[src/rtl/fft_addr_sched.sv]
// fft_addr_sched: address and twiddle sequencer for an in-place radix-2
// decimation-in-time FFT of N = 2^LOG2N points held in a single-port RAM.
// Issues one butterfly per accepted handshake and runs stage by stage.
// After each stage it waits DRAIN idle cycles so that butterfly write-backs
// land before the next stage reads.
// Optional build macro FFT_INVERSE_EN adds an 'inverse' input. That input is
// sampled at an accepted start and selects conjugate twiddle indices.
//
// Handshake: a butterfly transfers on a rising edge where bf_valid && bf_ready.
// While bf_valid is high and bf_ready is low, every output holds its value.
// bf_valid never drops without a transfer.
module fft_addr_sched #(
    parameter int LOG2N = 4,
    parameter int DRAIN = 3
) (
    input  logic             clk,
    input  logic             rst_n,
    input  logic             start,
`ifdef FFT_INVERSE_EN
    input  logic             inverse,
`endif
    output logic             busy,
    output logic             bf_valid,
    input  logic             bf_ready,
    output logic [LOG2N-1:0] addr_a,
    output logic [LOG2N-1:0] addr_b,
    output logic [3:0]       tw_index,
    output logic [1:0]       stage,
    output logic             last_bf,
    output logic             done
);

    localparam int JW = LOG2N - 1;
    localparam logic [JW-1:0] J_LAST = '1;
    localparam logic [1:0]    S_LAST = 2'(LOG2N - 1);
    localparam logic [3:0]    D_LAST = 4'(DRAIN - 1);

    localparam logic [1:0] S_IDLE  = 2'd0;
    localparam logic [1:0] S_ISSUE = 2'd1;
    localparam logic [1:0] S_DRAIN = 2'd2;
    localparam logic [1:0] S_DONE  = 2'd3;

    logic [1:0]    state_q;
    logic [JW-1:0] j_q;
    logic [1:0]    stage_q;
    logic [3:0]    drain_q;
    logic          final_q;
    // Set once reset has been seen released on an edge. A start that
    // coincides with reset release is therefore ignored.
    logic          rst_seen_q;
`ifdef FFT_INVERSE_EN
    logic          inv_q;
`endif

    // Sequencer: stage/butterfly counters, inter-stage drain and completion.
    always_ff @(posedge clk or negedge rst_n) begin
        if (!rst_n) begin
            state_q    <= S_IDLE;
            j_q        <= '0;
            stage_q    <= '0;
            drain_q    <= '0;
            final_q    <= 1'b0;
            rst_seen_q <= 1'b0;
`ifdef FFT_INVERSE_EN
            inv_q      <= 1'b0;
`endif
        end else begin
            rst_seen_q <= 1'b1;
            case (state_q)
                S_IDLE: begin
                    if (start && rst_seen_q) begin
                        state_q <= S_ISSUE;
                        stage_q <= '0;
                        j_q     <= '0;
                        drain_q <= '0;
                        final_q <= 1'b0;
`ifdef FFT_INVERSE_EN
                        inv_q   <= inverse;
`endif
                    end
                end
                S_ISSUE: begin
                    if (bf_ready) begin
                        if (j_q == J_LAST) begin
                            if (DRAIN == 0) begin
                                // No drain gap: next stage issues right away.
                                if (stage_q == S_LAST) begin
                                    state_q <= S_DONE;
                                end else begin
                                    stage_q <= stage_q + 2'd1;
                                    j_q     <= '0;
                                end
                            end else begin
                                state_q <= S_DRAIN;
                                drain_q <= '0;
                                final_q <= (stage_q == S_LAST);
                            end
                        end else begin
                            j_q <= j_q + JW'(1);
                        end
                    end
                end
                S_DRAIN: begin
                    if (drain_q == D_LAST) begin
                        if (final_q) begin
                            state_q <= S_DONE;
                        end else begin
                            state_q <= S_ISSUE;
                            stage_q <= stage_q + 2'd1;
                            j_q     <= '0;
                        end
                    end else begin
                        drain_q <= drain_q + 4'd1;
                    end
                end
                S_DONE: begin
                    state_q <= S_IDLE;
                end
                default: begin
                    state_q <= S_IDLE;
                end
            endcase
        end
    end

    assign bf_valid = (state_q == S_ISSUE);
    assign busy     = (state_q == S_ISSUE) || (state_q == S_DRAIN);
    assign done     = (state_q == S_DONE);
    assign stage    = stage_q;
    assign last_bf  = bf_valid && (stage_q == S_LAST) && (j_q == J_LAST);

    logic [3:0] j_ext;
    logic [3:0] span;
    logic [3:0] k_val;
    logic [3:0] grp;
    logic [3:0] a_full;
    logic [3:0] b_full;
    logic [3:0] tw_fwd;
    logic [3:0] tw_sel;

    // Butterfly addresses and twiddle index. These are forced to zero when
    // nothing is issued, so an async reset clears them at once.
    always_comb begin
        j_ext  = 4'(j_q);
        span   = 4'd1 << stage_q;
        k_val  = j_ext & (span - 4'd1);
        grp    = j_ext >> stage_q;
        a_full = (grp << ({1'b0, stage_q} + 3'd1)) + k_val;
        b_full = a_full + span;
        tw_fwd = k_val << (3'd3 - {1'b0, stage_q});
`ifdef FFT_INVERSE_EN
        tw_sel = inv_q ? (4'd0 - tw_fwd) : tw_fwd;
`else
        tw_sel = tw_fwd;
`endif
        addr_a   = '0;
        addr_b   = '0;
        tw_index = '0;
        if (bf_valid) begin
            addr_a   = a_full[LOG2N-1:0];
            addr_b   = b_full[LOG2N-1:0];
            tw_index = tw_sel;
        end
    end

endmodule

[config.mk]
export PLATFORM = sky130hd
export DESIGN_NAME = fft_addr_sched
export DESIGN_NICKNAME = d
export VERILOG_FILES = /design/src/rtl/fft_addr_sched.sv
export SDC_FILE = /design/constraint.sdc
export NUM_CORES = 1
export LEC_CHECK = 0
export CAP_MARGIN = 5
export CORE_ASPECT_RATIO = 0.8
export CORE_MARGIN = 2
export CORE_UTILIZATION = 48
export CTS_CLUSTER_DIAMETER = 80
export DETAILED_ROUTE_END_ITERATION = 12
export GPL_ROUTABILITY_DRIVEN = 0
export GPL_TIMING_DRIVEN = 0
export PLACE_DENSITY = 0.78
export SLEW_MARGIN = 20
export SYNTH_ARGS = -nofsm -noshare
export SYNTH_HDL_FRONTEND = slang
export SYNTH_SLANG_ARGS = --single-unit
[constraint.sdc]
create_clock -name clk -period 4.6 [get_ports clk]
set_input_delay 1.15 -clock clk [delete_from_list [all_inputs] [get_ports clk]]
set_output_delay 1.15 -clock clk [all_outputs]
set_load 0.01 [all_outputs]
==> impl_metrics.env <==
export IMPL_n_antenna_cell=0
export IMPL_crit_path_end_kind="output pin"
export IMPL_h_tree_depth=1
export IMPL_drt_total_wl_um=3187
export IMPL_cp_endpoint="addr_b[3]"
export IMPL_placedCellCount=209
export IMPL_avgSynthCellArea_um2=8.635
export IMPL_post_route_util=0.7004
export IMPL_leakage_uw=0.0008472
export IMPL_rows=16
export IMPL_fmax_mhz=224.5
export IMPL_postSynthCellCount=152
export IMPL_wire_per_inst_um=14.36
export IMPL_clock_sinks=13
export IMPL_fillers=204
export IMPL_clock_path_buffers=2
export IMPL_cap_violations=0
export IMPL_hp_class="reg -> reg"
export IMPL_reg2reg_slack_ns=2.70
export IMPL_start_util=0.5203
export IMPL_reg2reg_depth=7
export IMPL_die_width_um=62.47
export IMPL_antenna_found_initial=0
export IMPL_viasPerCell=5.342
export IMPL_worstSetupPathType="reg -> out"
export IMPL_grt_start_max_net_pins=14
export IMPL_multi_input_area_um2=977.2
export IMPL_rr_startpoint="state_q[0]"
export IMPL_dp_hpwl_um=2143
export IMPL_cp_max_fo=4
export IMPL_grt_pass1_vias=1145
export IMPL_drc=0
export IMPL_synth_fp_nets=178
export IMPL_yosysUniqueCellTypes=42
export IMPL_layout_setup_ws_ns=0.1464
export IMPL_slew_limit_headroom=0.5988
export IMPL_stdcell_count=222
export IMPL_postRouteAntennaNets=0
export IMPL_rsz0062_at_grt="yes"
export IMPL_overflow=0
export IMPL_timing_rr_end="drain_q[2]"
export IMPL_io_buffers=21
export IMPL_cp_startpoint="stage[0]"
export IMPL_io_pins=22
export IMPL_drive_gt1_frac=0.2043
export IMPL_die_h_um=50.77
export IMPL_nets=213
export IMPL_setup_viol=0
export IMPL_cp_required_ns=3.45
export IMPL_clock_skew_ns=0.001578
export IMPL_areaGrowthSynthToFinish_pct=34.60
export IMPL_route_vias_total=1186
export IMPL_grt_usage=0.2023
export IMPL_slew_viol_final=0
export IMPL_yosysSeqAreaShare=0.2479
export IMPL_grt_pass1_wl_um=5133
export IMPL_synthArstFlopShare=1.000
export IMPL_cts_buffers=3
export IMPL_p_per_area_mw_per_mm2=573.6
export IMPL_yosys_register_bits=13
export IMPL_synth_warnings=0
export IMPL_min_period_ns=4.454
export IMPL_die_area_mm2=0.003171
export IMPL_ys_flop_type="dfrtp_1"
export IMPL_synth_area_mm2=0.001313
export IMPL_tightest_slew_ns=0.5999
export IMPL_drt_initial_drc_count=45
export IMPL_cp_data_arrival_time_ns=3.30
export IMPL_status="finished, final reports clean"
export IMPL_area_sequential_um2=325.3
export IMPL_synth_edf_count=0
export IMPL_p_total_uw=1013
export IMPL_cts_tree="done"
export IMPL_timing_final_crit_share=0.9682
export IMPL_clock_latency_ns=0.27
export IMPL_max_vdd_ir_drop_v=0.0003335
export IMPL_setup_tns_ns=0
export IMPL_core_mm2=0.002522
export IMPL_first_pass_iters=4
export IMPL_place_ws_ns=-0.7197
export IMPL_worstSetupStartpointType="register"
export IMPL_cts_root_buf="clkbuf_4"
export IMPL_holdBufCountCts=0
export IMPL_finalHoldViolCount=0
export IMPL_clkTransAtPathRegs_ns=0.08
per-layer routing:
metal / track usage / share of wire / up-vias / routed length, um
met4: 0.02593 / 0.011 / 0 / 35
met1: 0.2705 / 0.45 / 577 / 1438
li1: - / - / 578 / -
met2: 0.3477 / 0.49 / 26 / 1547
met3: 0.04260 / 0.052 / 5 / 166
met5: 0 / 0 / - / 0
cell usage after synthesis (all sizes together), types with 3 or more instances:
library cell / n / area, um^2
a21o: 3 / 22.52
a21oi: 9 / 56.31
a22o: 3 / 26.28
and2: 6 / 37.54
clkbuf: 4 / 15.01
dfrtp: 13 / 325.3
ha: 20 / 250.2
inv: 15 / 56.30
mux2i: 4 / 40.04
nand2: 16 / 67.56
nand2b: 4 / 27.53
nand3: 5 / 25.02
nor2: 9 / 33.78
nor3: 3 / 15.01
o21ai: 5 / 25.02
xnor2: 4 / 35.03
xor2: 4 / 35.03
critical path, cell delays in order (launching register included):
cell and delay, ns:
dfrtp_1 0.40, buf_6 0.14, buf_4 0.15, xor2_1 0.13, a21oi_1 0.08, or3_4 0.41, fa_2 0.58, inv_2 0.05
ha_4 0.22, a21o_1 0.16, a21oi_2 0.14, xor2_1 0.09, or2_4 0.23, mux2i_1 0.11, buf_2 0.14
flip-flops by register name, indices dropped and copies added (netlist names):
register / flops
drain_q: 4
final_q: 1
j_q: 3
rst_seen_q: 1
stage: 2
state_q: 2
cell usage in the layout (no fill, tap or decap), types with 5 or more instances in the layout:
cell,count
nand3_1,5
buf_4,9
o21ai_0,5
a21oi_1,7
nor2_1,9
nand2_1,15
inv_1,12
ha_1,15
dfrtp_1,13
clkdlybuf4s50_1,18
and2_1,5
power breakdown:
part           switching [uW]  total (uW)  leakage, uW  internal (uW)
clock network            37.0        70.6    0.0000150           33.6
logic                     399         761     0.000660            362
registers                35.2         182     0.000172            147
total                     471        1010     0.000847            543
area by class of cell:
| class | count | area share |
|---|---|---|
| multi-input cells | 117 | 0.5531 |
| flip-flops and latches | 13 | 0.1841 |
| repair buffers | 32 | 0.1664 |
| inverters | 16 | 0.03895 |
| well taps | 36 | 0.02550 |
| plain buffers | 4 | 0.01700 |
| clock buffers | 4 | 0.01487 |
timing repair:
action | 4_1_cts | 5_1_grt
endpoints found under the hold margin | 0 | 0
cloned | 0 | 1
setup buffers | 6 | 4
resized for setup | 20 | 11
setup endpoints to repair | 5 | 3
pin swaps | 1 | 10
worst min-delay path by stage:
stage | from | endpoint | slack [ns] | cells after the start
2_1_floorplan | final_q | final_q | 0.46 | 2
5_1_grt | final_q | final_q | 0.60 | 2
4_1_cts | final_q | final_q | 0.54 | 2
6_report | final_q | final_q | 0.54 | 2
3_3_place_gp | final_q | final_q | 0.49 | 2
3_5_place_dp | final_q | final_q | 0.52 | 2
logic make-up after synthesis:
logic type,share of synthesized area
AO/OA/AOI/OAI,0.1506
XOR/XNOR,0.05338
adder cells (fa/ha/maj),0.2212
buffers and inverters,0.06481
flip-flops,0.2479
multiplexers,0.04194
other,0.002857
AND/OR/NAND/NOR,0.2174
stage by stage:
step                area (um^2)  hold slack (ns)
floorplan                  1313           0.4604
global placement           1568           0.4852
detailed placement         1568           0.5217
CTS                        1680           0.5387
global route               1767           0.6011
finish                     1767           0.5352
Power figures use the tool's default switching activity.
